--- config.mk ---
export PLATFORM = sky130hd
export DESIGN_NAME = reg_dump_reader
export DESIGN_NICKNAME = d
export VERILOG_FILES = /design/src/rtl/reg_dump_reader.sv
export SDC_FILE = /design/constraint.sdc
export NUM_CORES = 1
export LEC_CHECK = 0
export ABC_AREA = 1
export CAP_MARGIN = 5
export CORE_AREA = 2 2 75 77
export CTS_CLUSTER_DIAMETER = 200
export DETAILED_ROUTE_END_ITERATION = 7
export DIE_AREA = 0 0 77 79
export PLACE_DENSITY = 0.79
export SLEW_MARGIN = 5
export SYNTH_ARGS = -nofsm -noshare
export SYNTH_HDL_FRONTEND = slang
export SYNTH_SLANG_ARGS = --single-unit
--- constraint.sdc ---
create_clock -name clk -period 3.15 [get_ports clk]
set_input_delay 0.63 -clock clk [delete_from_list [all_inputs] [get_ports clk]]
set_output_delay 0.63 -clock clk [all_outputs]
set_load 0.01 [all_outputs]
--- src/rtl/reg_dump_reader.sv ---
// reg_dump_reader: walks register-file indices 0..LAST_ADDR, presenting each
// register as one valid/ready beat on out_addr/out_data, and pulses done once
// the final beat has been accepted.
//
// Optional feature macro: REG_DUMP_CHECKSUM_EN
//   When defined, a running XOR of every accepted register beat is kept and
//   sent as one extra beat (out_addr=0, out_last=1) after the last register.
//   When undefined, the checksum register and the CSUM state are absent and
//   out_last marks the LAST_ADDR register beat.
//
// state | meaning
// IDLE  | waiting for start; busy low
// LOAD  | capture rf_rd_data for idx into the output registers
// SEND  | present register beat, hold it until out_ready
// CSUM  | present checksum beat, hold it until out_ready (checksum build only)
// DONE  | one-cycle done pulse, then back to IDLE

module reg_dump_reader #(
    parameter int LAST_ADDR = 31
) (
    input  logic        clk,
    input  logic        rst,
    input  logic        start,
    output logic        busy,
    output logic        done,
    output logic [4:0]  rf_rd_addr,
    input  logic [31:0] rf_rd_data,
    output logic        out_valid,
    input  logic        out_ready,
    output logic [4:0]  out_addr,
    output logic [31:0] out_data,
    output logic        out_last
);

`ifdef REG_DUMP_CHECKSUM_EN
    typedef enum logic [2:0] {IDLE, LOAD, SEND, CSUM, DONE} state_t;
`else
    typedef enum logic [2:0] {IDLE, LOAD, SEND, DONE} state_t;
`endif

    localparam logic [4:0] LAST_IDX = 5'(LAST_ADDR);

    state_t      state;
    logic [4:0]  idx;
`ifdef REG_DUMP_CHECKSUM_EN
    logic [31:0] checksum;
`endif

    // The register file is read combinationally at the current index.
    assign rf_rd_addr = idx;
    assign busy       = (state != IDLE);

    // Dump sequencer: index walk, output beat registers and done pulse.
    always_ff @(posedge clk or posedge rst) begin
        if (rst) begin
            state     <= IDLE;
            idx       <= 5'd0;
            done      <= 1'b0;
            out_valid <= 1'b0;
            out_last  <= 1'b0;
            out_addr  <= 5'd0;
            out_data  <= 32'd0;
`ifdef REG_DUMP_CHECKSUM_EN
            checksum  <= 32'd0;
`endif
        end else begin
            done <= 1'b0;
            case (state)
                IDLE: begin
                    if (start) begin
                        idx   <= 5'd0;
`ifdef REG_DUMP_CHECKSUM_EN
                        checksum <= 32'd0;
`endif
                        state <= LOAD;
                    end
                end
                LOAD: begin
                    out_data  <= rf_rd_data;
                    out_addr  <= idx;
                    out_valid <= 1'b1;
`ifdef REG_DUMP_CHECKSUM_EN
                    out_last  <= 1'b0;
`else
                    out_last  <= (idx == LAST_IDX);
`endif
                    state     <= SEND;
                end
                SEND: begin
                    if (out_valid && out_ready) begin
                        out_valid <= 1'b0;
                        out_last  <= 1'b0;
`ifdef REG_DUMP_CHECKSUM_EN
                        checksum  <= checksum ^ out_data;
`endif
                        if (idx < LAST_IDX) begin
                            idx   <= idx + 5'd1;
                            state <= LOAD;
                        end else begin
`ifdef REG_DUMP_CHECKSUM_EN
                            // The checksum beat goes out immediately; it already
                            // folds in the register beat accepted on this edge.
                            out_data  <= checksum ^ out_data;
                            out_addr  <= 5'd0;
                            out_last  <= 1'b1;
                            out_valid <= 1'b1;
                            state     <= CSUM;
`else
                            done  <= 1'b1;
                            state <= DONE;
`endif
                        end
                    end
                end
`ifdef REG_DUMP_CHECKSUM_EN
                CSUM: begin
                    if (out_valid && out_ready) begin
                        out_valid <= 1'b0;
                        out_last  <= 1'b0;
                        done      <= 1'b1;
                        state     <= DONE;
                    end
                end
`endif
                DONE: begin
                    state <= IDLE;
                end
                default: begin
                    state <= IDLE;
                end
            endcase
        end
    end

endmodule

==> metrics.txt <==
# TYPE chip_impl_metric gauge
chip_impl_metric{name="hpwlAfterDp",unit="mm"} 2.86
chip_impl_metric{name="ant_nets",unit=""} 0
chip_impl_metric{name="area_growth",unit="%"} 46.8
chip_impl_info{name="worst_hold_check_path_type",value="flip-flop to flip-flop"} 1
chip_impl_info{name="crit_path_end_kind",value="output port"} 1
chip_impl_metric{name="htree_num_levels",unit=""} 2
chip_impl_metric{name="dr.pass1.iters",unit=""} 4
chip_impl_metric{name="maxCapViolations",unit=""} 0
chip_impl_metric{name="die_width",unit="um"} 77
chip_impl_info{name="cts_tree",value="built"} 1
chip_impl_info{name="worst_r2r_endpoint",value="out_data[6]"} 1
chip_impl_info{name="startpoint",value="state[0]"} 1
chip_impl_metric{name="timing.setup.tns",unit="ns"} 0
chip_impl_metric{name="grt_pass1_vias",unit=""} 1391
chip_impl_metric{name="synth.net_count",unit=""} 182
chip_impl_metric{name="synth_seq_area_share",unit=""} 0.581
chip_impl_info{name="worstHoldEndpoint",value="out_addr[3]"} 1
chip_impl_metric{name="synth_top_cell_area_share",unit=""} 0.581
chip_impl_metric{name="worst_skew_pair.late_latency",unit="ns"} 0.29
chip_impl_metric{name="layout-drive-gt1-share",unit=""} 0.223
chip_impl_metric{name="reg2regPathDepth",unit=""} 3
chip_impl_metric{name="number_of_remaining_drc_errors",unit=""} 0
chip_impl_metric{name="cts_post_setup_buffers_inserted",unit=""} 0
chip_impl_metric{name="clock_tree.buffer_depth",unit=""} 2
chip_impl_metric{name="cts.clk_slew.worst_paths",unit="ns"} 0.08
chip_impl_metric{name="finalWorstPathRequiredPeriod",unit="ns"} 2.04
chip_impl_metric{name="die_height",unit="um"} 79
chip_impl_metric{name="cp.required",unit="ns"} 2.52
chip_impl_metric{name="maxSlewHeadroom",unit=""} 0.378
chip_impl_metric{name="floorplan.initialDensity",unit=""} 0.380
chip_impl_metric{name="detail_route.iter0.violations",unit=""} 31
chip_impl_metric{name="cts_buffers",unit=""} 5
chip_impl_metric{name="coreArea",unit="um^2"} 5340
chip_impl_metric{name="leakagePower",unit="nW"} 1.39
chip_impl_metric{name="ir_drop",unit="mV"} 0.363
chip_impl_metric{name="dieArea",unit="um^2"} 6080
chip_impl_metric{name="dpl_cell_area",unit="um^2"} 2870
chip_impl_metric{name="grt_pass1_wl",unit="mm"} 6.86
chip_impl_metric{name="finish.net_count",unit=""} 266
chip_impl_metric{name="postCtsResizedCells",unit=""} 0
chip_impl_metric{name="post_synthesis_instance_area",unit="um^2"} 2030
chip_impl_metric{name="io_pins",unit=""} 82
chip_impl_metric{name="timing.fmax",unit="GHz"} 0.490
chip_impl_metric{name="port_buffers",unit=""} 81
chip_impl_metric{name="timing.clock.skew",unit="ns"} 0.00676
chip_impl_metric{name="path_max_fanout",unit=""} 6
chip_impl_metric{name="fill_cells",unit=""} 493
chip_impl_metric{name="finalInstanceArea",unit="um^2"} 2970
chip_impl_metric{name="max_slew.worst_pin.slew",unit="ns"} 0.932
chip_impl_info{name="hold_start",value="out_addr[3]"} 1
chip_impl_metric{name="routed_via_density",unit=""} 4.50
chip_impl_info{name="synth_largest_area_cell",value="dfrtp_1"} 1
chip_impl_metric{name="grt_util_all_layers",unit=""} 0.143
chip_impl_metric{name="timing.critical_path.arrival",unit="ns"} 1.41
chip_impl_metric{name="worstHoldPathCells",unit=""} 2
chip_impl_metric{name="syn_avg_cell_area",unit="um^2"} 14.1
chip_impl_info{name="run_status",value="completed"} 1
chip_impl_info{name="r2r_start",value="state[1]"} 1
chip_impl_metric{name="r2r_setup_slack",unit="ns"} 1.55
chip_impl_metric{name="cellPowerDensity",unit="nW/um^2"} 934
chip_impl_metric{name="antenna_found_initial",unit=""} 0
chip_impl_info{name="timing.critical_path.from_type",value="flip-flop"} 1
chip_impl_info{name="synth.top_cells.by_area",value="dfrtp_1 (58%), mux2_4 (24%), nand2_1 (3.5%), nand3_1 (3.2%), buf_8 (2.2%)"} 1
chip_impl_metric{name="synth.yosys.warnings",unit=""} 0
chip_impl_metric{name="insertedDiodeCount",unit=""} 0
chip_impl_metric{name="grt_start_max_net_pins",unit=""} 48
chip_impl_metric{name="postRouteWirelength",unit="mm"} 4.08
chip_impl_metric{name="fin_hold_ws",unit="ns"} 0.488
chip_impl_metric{name="min_period_over_period",unit=""} 0.647
chip_impl_metric{name="post-route-util",unit=""} 0.557
chip_impl_info{name="clockRootBuffer",value="clkbuf_8"} 1
chip_impl_metric{name="timing.final.setup_violations",unit=""} 0
chip_impl_metric{name="cts_sinks",unit=""} 47
chip_impl_metric{name="routed_wire_length_per_instance",unit="um"} 13.5
chip_impl_metric{name="final_hold_viol_count",unit=""} 0
chip_impl_metric{name="yosysUniqueCellTypes",unit=""} 16
chip_impl_metric{name="timing_max_transition_violations_final",unit=""} 0
chip_impl_info{name="rsz0062_at_grt",value="false"} 1
chip_impl_metric{name="route.vias.total",unit=""} 1354
chip_impl_metric{name="postSynthCellCount",unit=""} 144
chip_impl_metric{name="cts_hold_buffers",unit=""} 0
chip_impl_info{name="setup.worst_path.class",value="flip-flop to output port"} 1
chip_impl_metric{name="globalRouteOverflowTotal",unit=""} 0
chip_impl_metric{name="std_cell_rows",unit=""} 27
chip_impl_metric{name="final_gp_congestion",unit=""} 0.779
chip_impl_metric{name="ys_seq_elements",unit=""} 47
-- metal layers --
metal,wire (um),GRT usage,vias to the layer above
met1,1830,0.179,653
met4,14,0.0375,0
li1,-,-,653
met2,2000,0.244,44
met3,227,0.0409,4
met5,0,0,-
-- logic make-up after synthesis --
family          count (synthesis)  share of synthesized area
compound gates                  2                    0.00494
fa+ha+maj                       2                     0.0124
buf+inv                        11                     0.0408
flops                          47                      0.581
mux                            35                      0.254
simple gates                   47                      0.107
-- worst max path at each step --
| stage | endpoint | slack [ns] | depth (start not counted) |
|---|---|---|---|
| 2_1_floorplan | done | 1.40 | 1 |
| 3_3_place_gp | out_data[9] | 1.30 | 2 |
| 3_5_place_dp | out_addr[4] | 1.29 | 2 |
| 4_1_cts | busy | 1.09 | 3 |
| 5_1_grt | busy | 1.07 | 3 |
| 6_report | busy | 1.11 | 3 |
-- per-stage QoR --
step / setup WS [ns] / power, mW / instances
floorplan: 1.40 / 1.83 / 144
global placement: 1.30 / 2.39 / 293
detailed placement: 1.29 / 2.41 / 293
CTS: 1.09 / 2.81 / 301
global route: 1.07 / 2.94 / 301
finish: 1.11 / 2.78 / 301
-- layout by cell type, fill, tap and decap left out, drive strengths merged --
master / n
clkbuf: 7
ha: 2
dfrtp: 47
clkdlybuf4s50: 81
nand3: 13
nor2: 10
nand4: 1
mux2: 35
nand2: 23
o21ai: 2
clkinvlp: 1
inv: 7
-- area by class of cell --
type	count	area, um^2	area share
clock buffer	7	96.3	0.0324
clock inverter	1	7.51	0.00252
inverter	7	26.3	0.00883
multi-input combinational	86	767	0.258
sequential	47	1180	0.395
tap	72	90.1	0.0303
timing repair buffer	81	811	0.273
-- power by group --
| part | internal, mW | switching (mW) |
|---|---|---|
| combinational | 0.884 | 0.497 |
| clock | 0.200 | 0.193 |
| sequential | 0.853 | 0.150 |
| total | 1.94 | 0.840 |
-- flip-flops by register name, indices dropped and copies added, names as in the netlist --
signal	cells
done	1
out_addr	5
out_data	32
out_last	1
out_valid	1
rf_rd_addr	5
state	2
-- cell usage after synthesis --
| cell type | count |
|---|---|
| ha_1 | 2 |
| o21ai_0 | 2 |
| mux2_2 | 3 |
| nand2_4 | 2 |
| inv_1 | 5 |
| dfrtp_1 | 47 |
| nor2_2 | 1 |
| nand3_1 | 13 |
| nand4_1 | 1 |
| inv_2 | 2 |
| nand2_2 | 2 |
| buf_6 | 1 |
| mux2_4 | 32 |
| buf_8 | 3 |
| nor2_1 | 9 |
| nand2_1 | 19 |
-- worst max-delay path: stages (launching register included) --
cell and delay (ns):
dfrtp_1 0.42, inv_2 0.09, nand2_1 0.07, clkdlybuf4s50_1 0.53
Note: power is estimated with default switching activity, not from simulation.
==> RTL change 1, RTL diff (same settings) <==
Make the reset (`rst`) synchronous in one clocked block.
--- a/src/rtl/reg_dump_reader.sv
+++ b/src/rtl/reg_dump_reader.sv
@@ -52,5 +52,5 @@
 
     // Dump sequencer: index walk, output beat registers and done pulse.
-    always_ff @(posedge clk or posedge rst) begin
+    always_ff @(posedge clk) begin
         if (rst) begin
             state     <= IDLE;
Formal check against the unedited RTL: differs if rst is asserted again (counterexample within 4 cycles, from zero or initial values and one cycle with rst high); with rst held inactive, the same outputs for 10 cycles.
==> RTL change 1 against the unedited design <==
Die area is the same; area after synthesis shrank 10%; non-clock buffer count grew 1; critical path depth is the same; wire length shrank 0.20%; via count grew 24%; cell area shrank 7.6%; setup slack lost 64 ps; register-to-register slack gained 140 ps; sequential cell count is the same; largest cell class unchanged; highest routed layer unchanged.
Power is not compared: it rests on default switching activity, and its combinational part moved more than twofold at a synthesized area within 25%.
==> RTL change 1: results (changes against the unedited design) <==
stage,metric,value,unit,change
outcome,status,"complete, no violations",,
synthesis,ys_dominant_reg_cell,dfxtp_1,,
sta,fin_worst_skew,7.69,ps,+0.933 ps
synthesis,seq_area_frac_synth,51.8,%,-6.3 points
hold_path,min_delay_worst_endpoint,out_data[6],,
grt,grt_pass1_wl,7030,um,+2.5%
hold_path,hp-start,out_data[6],,
grt,grt_start_max_net_pins,45,,-6.3%
synthesis,synthTopCellsByArea,"dfxtp_1, nor2_1, o21ai_0",,
cells_and_area,drive_gt1_share,5.83,%,-16 points
sta,relSlewSlack,72.5,%,+35 points
clock_network,root_buffer,clkbuf_8,,
routing,drt_pass1_iterations,4,,unchanged
clock_network,cts.path.max_buffers,2,,unchanged
routing,wl_per_cell,10.7,um,-21%
place,place_area,2650,sq um,-7.7%
sta,tns,0,ps,unchanged
synthesis,synthTopCellsByCount,"nor2_1, dfxtp_1, o21ai_0",,
synthesis,ys_async_sr_fraction,0,%,-100 points
clock_network,insertion_delay,290,ps,about the same
worst_setup_path,r2r_cells,5,,+2
worst_setup_path,crit_path_max_fanout,3,,-3
cells_and_area,nets,346,,+30%
worst_setup_path,r2r_slack,1690,ps,+140 ps
grt,grt_use_total,14.0,%,-0.26 points
synthesis,yosys_warnings,0,,unchanged
synthesis,synth_cell_types,21,,+5
grt,grt_pass1_vias,1606,,+15%
place,dp_hpwl,2960,um,+3.5%
synthesis,syn_nets,268,,+47%
place,dp_slack,962,ps,-325 ps
cells_and_area,final_util,51.5,%,-4.2 points
routing,vias_per_cell,4.40,,-2.2%
routing,initialDrtViolationCount,40,,+29%
worst_setup_path,reg2reg_from,state[1],,
cells_and_area,fillCellCount,552,,+12%
worst_setup_path,rr_endpoint,out_addr[0],,
clock_network,cts_buffers,5,,unchanged
place,gp_congestion,0.808,,+3.8%
==> RTL change 1: changes by cell type after synthesis, sizes merged <==
cell and delta:
a21oi +13, clkbuf +7, dfrtp -47, dfxtp +47, inv +6, mux2 -35
nand2 +1, nand3 -6, nand4 -1, nor2 +65, nor3 +1, o21ai +35
==> RTL change 1: cell families (layout without fill, tap and decap cells) <==
family	count (synthesis)	in the layout	synth area share, %
buffers and inverters	24	103	7.16
AO/OA/AOI/OAI	50	50	13.8
flip-flops	47	47	51.8
adder cells (fa/ha/maj)	2	2	1.38
AND/OR/NAND/NOR	107	107	25.9
==> RTL change 1: final cells by class <==
cell class | count | share of cell area [%]
Timing Repair Buffer | 82 | 29.8
Inverter | 13 | 1.96
Sequential cell | 47 | 34.2
Tap cell | 72 | 3.28
Clock buffer | 8 | 3.64
Multi-Input combinational cell | 159 | 27.1
==> RTL change 1: worst max-delay path by stage <==
stage	startpoint	to	slack, ps	cells past startpoint
6_report	state[0]	busy	1050	3
5_1_grt	state[0]	busy	960	3
4_1_cts	state[0]	busy	1020	3
3_5_place_dp	rst	out_addr[3]	960	5
3_3_place_gp	rst	out_addr[3]	1000	5
2_1_floorplan	state[0]	busy	1870	2
==> RTL change 1: worst min-delay path, delay by kind of cell, from the launching register on <==
| kind | cells | cell delay (ps) |
|---|---|---|
| and+or+nand+nor | 2 | 120 |
| DFF | 1 | 330 |
==> RTL change 1: routing by layer <==
layer,track usage [%],share of wire [%]
met5,0,0
met4,2.68,0.52
met3,4.77,8.1
met2,25.4,47
met1,16.1,44
==> RTL change 1: metrics by stage <==
stage,instances,hold WS [ps]
global placement,373,461
floorplan,230,494
CTS,381,491
finish,381,486
detailed placement,373,472
global route,381,516
==> RTL change 1: power groups by stage <==
| stage | clock network (mW) | logic [mW] | registers, mW |
|---|---|---|---|
| global placement | 0 | 0.270 | 0.678 |
| detailed placement | 0 | 0.273 | 0.680 |
| CTS | 0.398 | 0.275 | 0.666 |
| floorplan | 0 | 0.113 | 0.698 |
| global route | 0.430 | 0.301 | 0.673 |
| finish | 0.385 | 0.271 | 0.666 |
==> RTL change 2, RTL diff (config.mk and constraints unchanged) <==
Made on the original files. Re-encode `state_t` (4 states) as Gray code, 2 bits wide.
--- a/src/rtl/reg_dump_reader.sv
+++ b/src/rtl/reg_dump_reader.sv
@@ -36,5 +36,5 @@
     typedef enum logic [2:0] {IDLE, LOAD, SEND, CSUM, DONE} state_t;
 `else
-    typedef enum logic [2:0] {IDLE, LOAD, SEND, DONE} state_t;
+    typedef enum logic [1:0] {IDLE = 2'b00, LOAD = 2'b01, SEND = 2'b11, DONE = 2'b10} state_t;
 `endif
 
Behaviour: same outputs for any inputs over 10 cycles, from zero or initial values and one cycle with rst high; not proved beyond that.
==> RTL change 2 against the unedited design <==
Area after synthesis is 1.5% higher; sequential cell count is the same; wire length rose by 10%; power is 4.4% higher; setup slack got worse by 34 ps; cell area grew 0.93%; maximum frequency down 1.7%.
==> RTL change 2: results (changes against the unedited design) <==
stage,metric,value,unit,change
routing,wl_met1,1980,um,+7.7%
place,place_area,2920,sq um,+1.7%
pwr,vdd_drop_max,0.358,mV,-1.4%
sta,fin_worst_skew,6.65,ps,-0.109 ps
routing,met2RoutedLength,2200,um,+9.8%
worst_setup_path,rr_endpoint,out_data[5],,
outcome,status,"complete, no violations",,
cells_and_area,drive_gt1_share,20.7,%,-1.6 points
hold_path,min_delay_worst_endpoint,out_addr[0],,
cells_and_area,nets,279,,+4.9%
routing,totalWireLength,4500,um,+10%
hold_path,hp-start,out_addr[0],,
worst_setup_path,r2r_slack,1210,ps,-340 ps
grt,grt_pass1_wl,7400,um,+7.8%
sta,relSlewSlack,35.8,%,-2.0 points
grt,grt_use_total,15.5,%,+1.2 points
worst_setup_path,crit_arrival,1440,ps,+30 ps
grt,grt_use_met3,5.00,%,+0.91 points
pwr,p_sw_share,32.2,%,+2.0 points
synthesis,syn_nets,194,,+6.6%
synthesis,seq_area_frac_synth,57.2,%,-0.88 points
worst_setup_path,cp_slowest_stage_delay,550,ps,+20 ps
cells_and_area,fillCellCount,475,,-3.7%
worst_setup_path,crit_path_max_fanout,4,,-2
sta,worst_slack,1080,ps,-34.5 ps
RTL change 2: cell count changes in the layout (fill, tap and decap cells not counted), sizes merged:
cell	delta
o21bai	+1
nand2	+8
nand3b	+1
nand3	-3
buf	+1
inv	+3
clkinvlp	-1
o21ai	+2
clkinv	+1
RTL change 2: worst max-delay path by stage:
stage	start	end	depth (start not counted)
3_5_place_dp	state[1]	out_data[5]	4
6_report	state[0]	busy	3
5_1_grt	state[0]	busy	3
2_1_floorplan	rst	done	1
4_1_cts	state[0]	busy	3
3_3_place_gp	state[1]	out_data[2]	4
RTL change 2: power by group through the flow:
| stage | sequential (mW) | clock, mW | combinational (mW) |
|---|---|---|---|
| finish | 1.03 | 0.332 | 1.54 |
| CTS | 1.03 | 0.347 | 1.56 |
| detailed placement | 1.04 | 0 | 1.55 |
| global placement | 1.02 | 0 | 1.53 |
| floorplan | 1.13 | 0 | 0.818 |
| global route | 1.06 | 0.372 | 1.65 |
RTL change 2: cells by family after synthesis:
| kind of cell | after synthesis | share of synthesized area [%] |
|---|---|---|
| AND/OR/NAND/NOR | 53 | 11.1 |
| flip-flops | 47 | 57.2 |
| multiplexers | 35 | 25.2 |
| buffers and inverters | 14 | 4.01 |
| AO/OA/AOI/OAI | 5 | 1.34 |
| adder cells (fa/ha/maj) | 2 | 1.22 |
RTL change 2: metrics by stage:
stage	total power [mW]	utilization (%)	std cells
after detailed placement	2.59	54.7	306
after CTS	2.94	56.2	314
final	2.90	56.2	314
after global routing	3.08	56.2	314
after global placement	2.55	54.7	306
after floorplan	1.95	-	156
RTL change 2: final cells by class:
type,instances,share of cell area [%]
Inverter,10,1.25
Sequential cell,47,39.2
Multi-Input combinational cell,95,26.6
Timing Repair Buffer,82,27.3
Tap cell,72,3.00
Clock inverter,1,0.167
Clock buffer,7,2.54
